## src/rtl/e1_frame_aligner.sv

```systemverilog
// E1 receive frame aligner: hunts the 8 bit offsets of the unaligned
// converter words for the FAS, confirms it with NFAS then FAS one frame
// apart, and emits octet-aligned timeslot bytes with timeslot number and
// frame parity while in SYNC.
//
// Ports:
//   clk, rst_n       clock, synchronous active-low reset
//   byte_in          unaligned word, bit 0 earliest received
//   byte_valid       single-cycle strobe qualifying byte_in
//   ts_byte          aligned timeslot byte, bit 0 earliest
//   ts_valid         one-cycle strobe for ts_byte/ts_num/frame_odd
//   ts_num           timeslot index of ts_byte
//   frame_odd        0 for a FAS frame, 1 for an NFAS frame
//   in_sync          high while in SYNC
//   align_ofs        bit offset locked or under verification
// Optional (macro E1_FAS_ERR_CNT_EN):
//   fas_err_clr      synchronous clear of fas_err_cnt
//   fas_err_cnt      saturating count of FAS misses seen in SYNC
module e1_frame_aligner #(
    parameter int LOSS_THRESH = 3,
    parameter int FRAME_BYTES = 32
) (
    input  logic        clk,
    input  logic        rst_n,
    input  logic [7:0]  byte_in,
    input  logic        byte_valid,
    output logic [7:0]  ts_byte,
    output logic        ts_valid,
    output logic [4:0]  ts_num,
    output logic        frame_odd,
    output logic        in_sync,
    output logic [2:0]  align_ofs
`ifdef E1_FAS_ERR_CNT_EN
    ,
    input  logic        fas_err_clr,
    output logic [15:0] fas_err_cnt
`endif
);

    typedef enum logic [1:0] {
        HUNT,
        WAIT_NFAS,
        WAIT_FAS,
        SYNC
    } state_t;

    localparam logic [6:0] FAS_PAT = 7'b1101100;
    localparam logic [4:0] LAST    = 5'(FRAME_BYTES - 1);
    localparam logic [2:0] THRESH  = 3'(LOSS_THRESH);

    state_t      state_q, state_d;
    logic [7:0]  prev_q, prev_d;
    logic        primed_q, primed_d;
    logic [4:0]  cnt_q, cnt_d;
    logic [2:0]  err_q, err_d;
    logic        fodd_q, fodd_d;
    logic [2:0]  ofs_q, ofs_d;
    logic [7:0]  tsb_q, tsb_d;
    logic        tsv_q, tsv_d;
    logic [4:0]  tsn_q, tsn_d;
    logic        tso_q, tso_d;
    logic        sync_q, sync_d;

    logic [15:0] win;
    logic [7:0]  cand;
    logic        fas_ok;
    logic        hit_any;
    logic [2:0]  hit_ofs;
    logic        wrap;
    logic [4:0]  cnt_inc;
    logic [2:0]  err_inc;

`ifdef E1_FAS_ERR_CNT_EN
    logic        fas_miss;
    logic [15:0] fec_q, fec_d;
`endif

    always_comb begin
        win     = {byte_in, prev_q};
        cand    = win[ofs_q +: 8];
        fas_ok  = (cand[7:1] == FAS_PAT);
        hit_any = 1'b0;
        hit_ofs = 3'd0;
        // Scan high to low so the lowest matching offset wins.
        for (int k = 7; k >= 0; k--) begin
            if (win[k+1 +: 7] == FAS_PAT) begin
                hit_any = 1'b1;
                hit_ofs = 3'(k);
            end
        end
        wrap    = (cnt_q == LAST);
        cnt_inc = wrap ? 5'd0 : cnt_q + 5'd1;
        err_inc = err_q + 3'd1;
    end

    always_comb begin
        state_d  = state_q;
        prev_d   = prev_q;
        primed_d = primed_q;
        cnt_d    = cnt_q;
        err_d    = err_q;
        fodd_d   = fodd_q;
        ofs_d    = ofs_q;
        tsb_d    = tsb_q;
        tsv_d    = 1'b0;
        tsn_d    = tsn_q;
        tso_d    = tso_q;
        sync_d   = sync_q;
`ifdef E1_FAS_ERR_CNT_EN
        fas_miss = 1'b0;
`endif
        if (byte_valid) begin
            prev_d   = byte_in;
            primed_d = 1'b1;
            unique case (state_q)
                HUNT: begin
                    if (primed_q && hit_any) begin
                        ofs_d   = hit_ofs;
                        cnt_d   = 5'd0;
                        state_d = WAIT_NFAS;
                    end
                end
                WAIT_NFAS: begin
                    cnt_d = cnt_inc;
                    if (wrap) state_d = cand[1] ? WAIT_FAS : HUNT;
                end
                WAIT_FAS: begin
                    cnt_d = cnt_inc;
                    if (wrap) begin
                        if (fas_ok) begin
                            // Confirming FAS is emitted as TS0, so the
                            // next byte is already TS1.
                            state_d = SYNC;
                            fodd_d  = 1'b0;
                            err_d   = 3'd0;
                            cnt_d   = 5'd1;
                            tsv_d   = 1'b1;
                            tsb_d   = cand;
                            tsn_d   = 5'd0;
                            tso_d   = 1'b0;
                        end else begin
                            state_d = HUNT;
                        end
                    end
                end
                SYNC: begin
                    tsv_d = 1'b1;
                    tsb_d = cand;
                    tsn_d = cnt_q;
                    tso_d = fodd_q;
                    cnt_d = cnt_inc;
                    if (wrap) fodd_d = ~fodd_q;
                    if (cnt_q == 5'd0 && !fodd_q) begin
                        if (fas_ok) begin
                            err_d = 3'd0;
                        end else begin
                            err_d = err_inc;
`ifdef E1_FAS_ERR_CNT_EN
                            fas_miss = 1'b1;
`endif
                            if (err_inc >= THRESH) state_d = HUNT;
                        end
                    end
                end
                default: state_d = HUNT;
            endcase
            sync_d = (state_d == SYNC);
        end
    end

    always_ff @(posedge clk) begin
        if (!rst_n) begin
            state_q  <= HUNT;
            prev_q   <= 8'd0;
            primed_q <= 1'b0;
            cnt_q    <= 5'd0;
            err_q    <= 3'd0;
            fodd_q   <= 1'b0;
            ofs_q    <= 3'd0;
            tsb_q    <= 8'd0;
            tsv_q    <= 1'b0;
            tsn_q    <= 5'd0;
            tso_q    <= 1'b0;
            sync_q   <= 1'b0;
        end else begin
            state_q  <= state_d;
            prev_q   <= prev_d;
            primed_q <= primed_d;
            cnt_q    <= cnt_d;
            err_q    <= err_d;
            fodd_q   <= fodd_d;
            ofs_q    <= ofs_d;
            tsb_q    <= tsb_d;
            tsv_q    <= tsv_d;
            tsn_q    <= tsn_d;
            tso_q    <= tso_d;
            sync_q   <= sync_d;
        end
    end

`ifdef E1_FAS_ERR_CNT_EN
    always_comb begin
        fec_d = fec_q;
        if (fas_err_clr) begin
            fec_d = 16'd0;
        end else if (fas_miss && fec_q != 16'hFFFF) begin
            fec_d = fec_q + 16'd1;
        end
    end

    always_ff @(posedge clk) begin
        if (!rst_n) fec_q <= 16'd0;
        else        fec_q <= fec_d;
    end

    assign fas_err_cnt = fec_q;
`endif

    assign ts_byte   = tsb_q;
    assign ts_valid  = tsv_q;
    assign ts_num    = tsn_q;
    assign frame_odd = tso_q;
    assign in_sync   = sync_q;
    assign align_ofs = ofs_q;

endmodule
```

## config.mk

```make
export PLATFORM = sky130hd
export DESIGN_NAME = e1_frame_aligner
export DESIGN_NICKNAME = d
export VERILOG_FILES = /design/src/rtl/e1_frame_aligner.sv
export SDC_FILE = /design/constraint.sdc
export NUM_CORES = 1
export LEC_CHECK = 0
export CAP_MARGIN = 20
export CELL_PAD_IN_SITES_DETAIL_PLACEMENT = 1
export CELL_PAD_IN_SITES_GLOBAL_PLACEMENT = 1
export CORE_MARGIN = 4
export CORE_UTILIZATION = 43
export DETAILED_ROUTE_END_ITERATION = 8
export PLACE_DENSITY = 0.89
export SLEW_MARGIN = 10
export SYNTH_ARGS = -nofsm -noshare
export SYNTH_HDL_FRONTEND = slang
export SYNTH_SLANG_ARGS = --single-unit
```

## constraint.sdc

```tcl
create_clock -name clk -period 3.15 [get_ports clk]
set_clock_uncertainty 0.2 [all_clocks]
set_input_delay 0.63 -clock clk [delete_from_list [all_inputs] [get_ports clk]]
set_output_delay 0.63 -clock clk [all_outputs]
set_load 0.005 [all_outputs]
```

# Yosys cells after proc, flatten, opt, wreduce, memory -nomap -nowiden
# Cells that the tools add are included.
[op_classes]
div_mod_pow = 0
bitwise = 1
order_cmp = 1
shift = 1
multipliers = 0
reduce_logical = 13
n_eq_ne = 19
n_addsub = 2
mux = 50
[ops]
columns = ["cell", "n"]
rows = [
  ["$eq 7x7->1 const B", 9],
  ["$mux 3", 12],
  ["$mux 5", 6],
  ["$mux 2", 9],
  ["$mux 8", 2],
  ["$pmux 8 s2", 1],
  ["$shiftx 16x4->8", 1],
  ["$pmux 5 s3", 1],
  ["$mux 1", 13],
  ["$ne 2x2->1 const B", 5],
  ["$pmux 5 s2", 1],
  ["$reduce_and 5->1", 2],
  ["$pmux 2 s4", 1],
  ["$eq 2x2->1 const B", 3],
  ["$pmux 1 s2", 3],
  ["$pmux 3 s2", 1],
  ["$add 5x1->5 const B", 1],
  ["$eq 5x5->1 const B", 1],
  ["$logic_not 5->1", 1],
  ["$reduce_and 2->1", 2],
  ["$reduce_and 4->1", 1],
  ["$add 3x1->3 const B", 1],
  ["$ge 3x2->1 const B", 1],
  ["$reduce_and 3->1", 1],
  ["other kinds (7)", 8],
]
[totals]
n_memories = 0
out_inout_bits = 19
ff_bits = 39
latchBits = 0
word_cells = 99
ram_bits = 0
rom_bits = 0
input_bits = 11

# Depth between registers and ports, before layout
[depth]
ltp_word = 14
mapped_depth = 11
mapped_depth_nobuf = 8

# Worst setup path after synthesis
# Ideal clock, no wire load.
[synth_timing]
path_type = "in2reg"
startpoint = "in byte_in[0]"
endpoint = "reg tsb_q[0], in the netlist ts_byte[0]"
slack_ns = 0.275
path_stages = 9
setup_time_ns = 0.116
required_ns = 2.834
t_arrival_ns = 2.559
path_buffers = 3
path_cell_list = "clkbuf_1 mux2_2 and2_1 mux4_2 and4b_4 o211a_1 buf_6 buf_8 o211a_1"
[synth_via]
elab_chain_len = 4
word_cells_on_any_way = 7
classes_between = "eq/ne (2); shift (1); mux (3); reduce/logical (1)"
[synth_lines]
columns = ["element", "line", "rtl"]
rows = [
  ["start, declared", "25", "input logic [7:0] byte_in,"],
  ["$shiftx 16x4->8 *", "80", "cand = win[ofs_q +: 8];"],
  ["$eq 7x7->1 or $mux 8 (tied branches)", "81, 130", ""],
  ["$ne 2x2->1 (no line) or $mux 8 (tied branches)", "-", ""],
  ["$reduce_and 4->1 (no line) or $pmux 8 s2 (tied branches)", "-", ""],
  ["end signal, assigned", "193", "tsb_q <= tsb_d;"],
  ["end, declared", "58", "logic [7:0] tsb_q, tsb_d;"],
]
# Every way passes the cells marked *; elsewhere a longest branch is shown, timed or not. The select of a mux whose other input is x is not followed.
# A chain may end at the register's enable or synchronous reset.

# Worst setup path in the final report
[layout_timing]
startpoint = "in byte_in[0]"
endpoint = "reg tsn_q[1], in the netlist ts_num[1]"
[layout_via]
elab_chain_len = 4
[layout_lines]
columns = ["element", "line", "rtl"]
rows = [
  ["$shiftx 16x4->8", "80", ""],
  ["$eq 7x7->1", "81", "fas_ok = (cand[7:1] == FAS_PAT);"],
  ["$ne 2x2->1 (no line)", "-", ""],
  ["$reduce_and 4->1 (no line)", "-", ""],
  ["end signal, assigned", "195", "tsn_q <= tsn_d;"],
  ["end, declared", "60", "logic [4:0] tsn_q, tsn_d;"],
]
# Every way passes these cells.

==> flow_metrics.tcl <==
set metrics [dict create \
    finalHoldViolCount 0 \
    diodes 0 \
    rsz0062_at_grt "false" \
    post_cts_buffers 0 \
    yosys_warnings 0 \
    wl_per_cell_um 18.1 \
    synthMuxAreaShare 0.173 \
    vias 2346 \
    yosysTopAreaCell "dfxtp_1" \
    hp-class "reg2reg" \
    synth_cells 286 \
    htreeDepth 2 \
    core.rowCount 27 \
    worstSetupPathType "in2reg" \
    maxCapViolations 0 \
    dr.pass1.iters 4 \
    report.final.slew_viol_count 0 \
    drc_errors 0 \
    die_w_um 84.9 \
    cts_sinks 39 \
    p_leak_nw 1.28 \
    synth_cell_type_count 52 \
    dpl_cell_area_mm2 0.00302 \
    internal_power_uw 797 \
    synth_top_family_by_area "simple AND/OR/NAND/NOR gates" \
    start_kind "input port" \
    grt-ovfl-total 0 \
    critical_path.max_fanout 9 \
    worstSkewPairLatency_ns 0.31 \
    fin_cells 404 \
    area_delta_synth_final_pct 23.7 \
    drt_iter0_markers 140 \
    synth_seq_cells 39 \
    antenna_found_initial 0 \
    fin_ws_ns 0.121 \
    min_period_ns 3.03 \
    place_ws_ns -0.214 \
    path_clk_slew_ns 0.09 \
    synth_compound_area_frac 0.186 \
    grt_pass1_vias 2443 \
    min_period_over_period 0.962 \
    die_area_mm2 0.00720 \
    ctsRootBufferMaster "clkbuf_8" \
    grtUsageTotal 0.211 \
    cp.arrival_ns 3.05 \
    ir_drop_v 0.000214 \
    netlist_top_cells_count "dfxtp_1, nand2_1, nor2_1" \
    fillCellCount 685 \
    dieHeight_um 84.9 \
    synth.net_count 302 \
    status "completed" \
    synth-edff-count 0 \
    tritoncts "built" \
    grt_max_degree 24 \
    seq_power_share 0.484 \
    final_util 0.561 \
    clk_path_buf_depth 2 \
    whs_ns 0.260 \
    regArea_um2 782 \
    fmax_ghz 0.330 \
    synth_ff_type "dfxtp_1" \
    p_per_area_mw_per_mm2 339 \
    core_mm2 0.00561 \
    yosysMostFrequentCell "dfxtp_1" \
    synth_area_mm2 0.00254 \
    grt_pass1_wl_um 12300 \
    ioPinCount 30 \
    worst_pin_slew_ns 0.650 \
    setup_viol 0 \
    netSwitchingFraction 0.252 \
    async_reset_ff_frac 0 \
    synth_xor_xnor_area_share 0.00345 \
    io_buffers 29 \
    synthAdderAreaFrac 0.0246 \
    relSlewSlack 0.565 \
    finish.instance_area_mm2 0.00314 \
    cts_made_buffers 5 \
    via_per_inst 5.81 \
    yosysTopAreaCellShare 0.307 \
    yosysSeqAreaShare 0.307 \
    multi_input_area_mm2 0.00162 \
    drive_gt1_frac 0.172 \
    synthSimpleGateAreaFrac 0.249 \
    ant_nets 0 \
    hpwlAfterDp_um 5410 \
    dp.cells 396 \
    clockPowerShare 0.409 \
    combPwrFrac 0.108 \
    p_sw_uw 268 \
    cp.required_ns 3.18 \
    routed_wl_um 7290 \
    endpoint_kind "flip-flop" \
    place.gp.congestion 0.833 \
    synth_area_leaders "dfxtp_1, mux2i_1, mux4_2, nand2_1, nor2b_1" \
    start_util 0.453 \
    syn_area_per_cell_um2 8.89 \
    final_nets 347 \
]
-- cell families after synthesis --
logic type               Yosys count
buffers and inverters             29
AO/OA/AOI/OAI                     66
flip-flops                        39
AND/OR/NAND/NOR                  114
XOR/XNOR                           1
adder cells (fa/ha/maj)            5
multiplexers                      32
-- placed cells by master (no fill, tap or decap), drive strengths merged, types with 7 or more instances in the layout --
cell type       n
o21ai          14
buf            28
inv            10
and2            7
nand2b          8
mux4            8
nand3           8
nand2          32
mux2i          18
o211a           9
dfxtp          39
a21boi         11
clkdlybuf4s50  29
nor2b          15
nor2           19
-- metrics by stage --
step | total power, mW | TNS [ns]
floorplan | 0.587 | 0
global placement | 0.633 | -1.11
detailed placement | 0.639 | -2.09
CTS | 1.07 | 0
global route | 1.10 | 0
finish | 1.07 | 0
-- path summary, 6_finish.rpt --
kind / slack (ns) / cells past startpoint / from / endpoint
max: 0.12 / 9 / byte_in[0] / ts_num[1]
min: 0.26 / 1 / primed_q / primed_q
max reg2reg: 0.26 / 9 / align_ofs[1] / ts_num[1]
min reg2reg: 0.26 / 1 / primed_q / primed_q
-- power groups by stage --
stage | sequential (mW) | combinational (mW) | clock, mW
after floorplan | 0.516 | 0.0704 | 0
after global placement | 0.525 | 0.108 | 0
after detailed placement | 0.526 | 0.112 | 0
after CTS | 0.515 | 0.114 | 0.437
after global routing | 0.517 | 0.125 | 0.463
final | 0.515 | 0.115 | 0.435
-- final cells by class --
| class | count | share of cell area |
|---|---|---|
| Multi-Input combinational cell | 218 | 0.516 |
| Sequential cell | 39 | 0.249 |
| Timing Repair Buffer | 57 | 0.159 |
| Tap cell | 72 | 0.0287 |
| Clock buffer | 5 | 0.0219 |
| Clock inverter | 3 | 0.0139 |
| Inverter | 10 | 0.0119 |
-- routing by layer --
| metal | routed length (um) | GRT usage |
|---|---|---|
| met3 | 227 | 0.0320 |
| met4 | 90 | 0.0576 |
| met1 | 3120 | 0.248 |
| met5 | 0 | 0 |
| met2 | 3860 | 0.397 |
-- worst max-delay path: stages --
cell and delay, ns:
clkdlybuf4s50_1 0.51, mux2_2 0.36, and2_1 0.15, mux4_2 0.48, and4b_4 0.22, o211a_1 0.21
buf_4 0.16, nand2b_1 0.14, a21boi_0 0.20
-- state kept, by name, summed over array words and instances (netlist names) --
| signal | cells |
|---|---|
| prev_q | 8 |
| ts_byte | 8 |
| cnt_q | 5 |
| ts_num | 5 |
| align_ofs | 3 |
| err_q | 3 |
| state_q | 2 |
| fodd_q | 1 |
| frame_odd | 1 |
| in_sync | 1 |
| primed_q | 1 |
| ts_valid | 1 |
-- what timing repair did --
item                       in CTS  in global routing
setup endpoints to repair       2                  2
hold buffers                    0                  0
resized for setup               1                  2
gates cloned                    0                  0
hold endpoints to repair        0                  0
No activity file was read; power rests on OpenSTA's default activity.
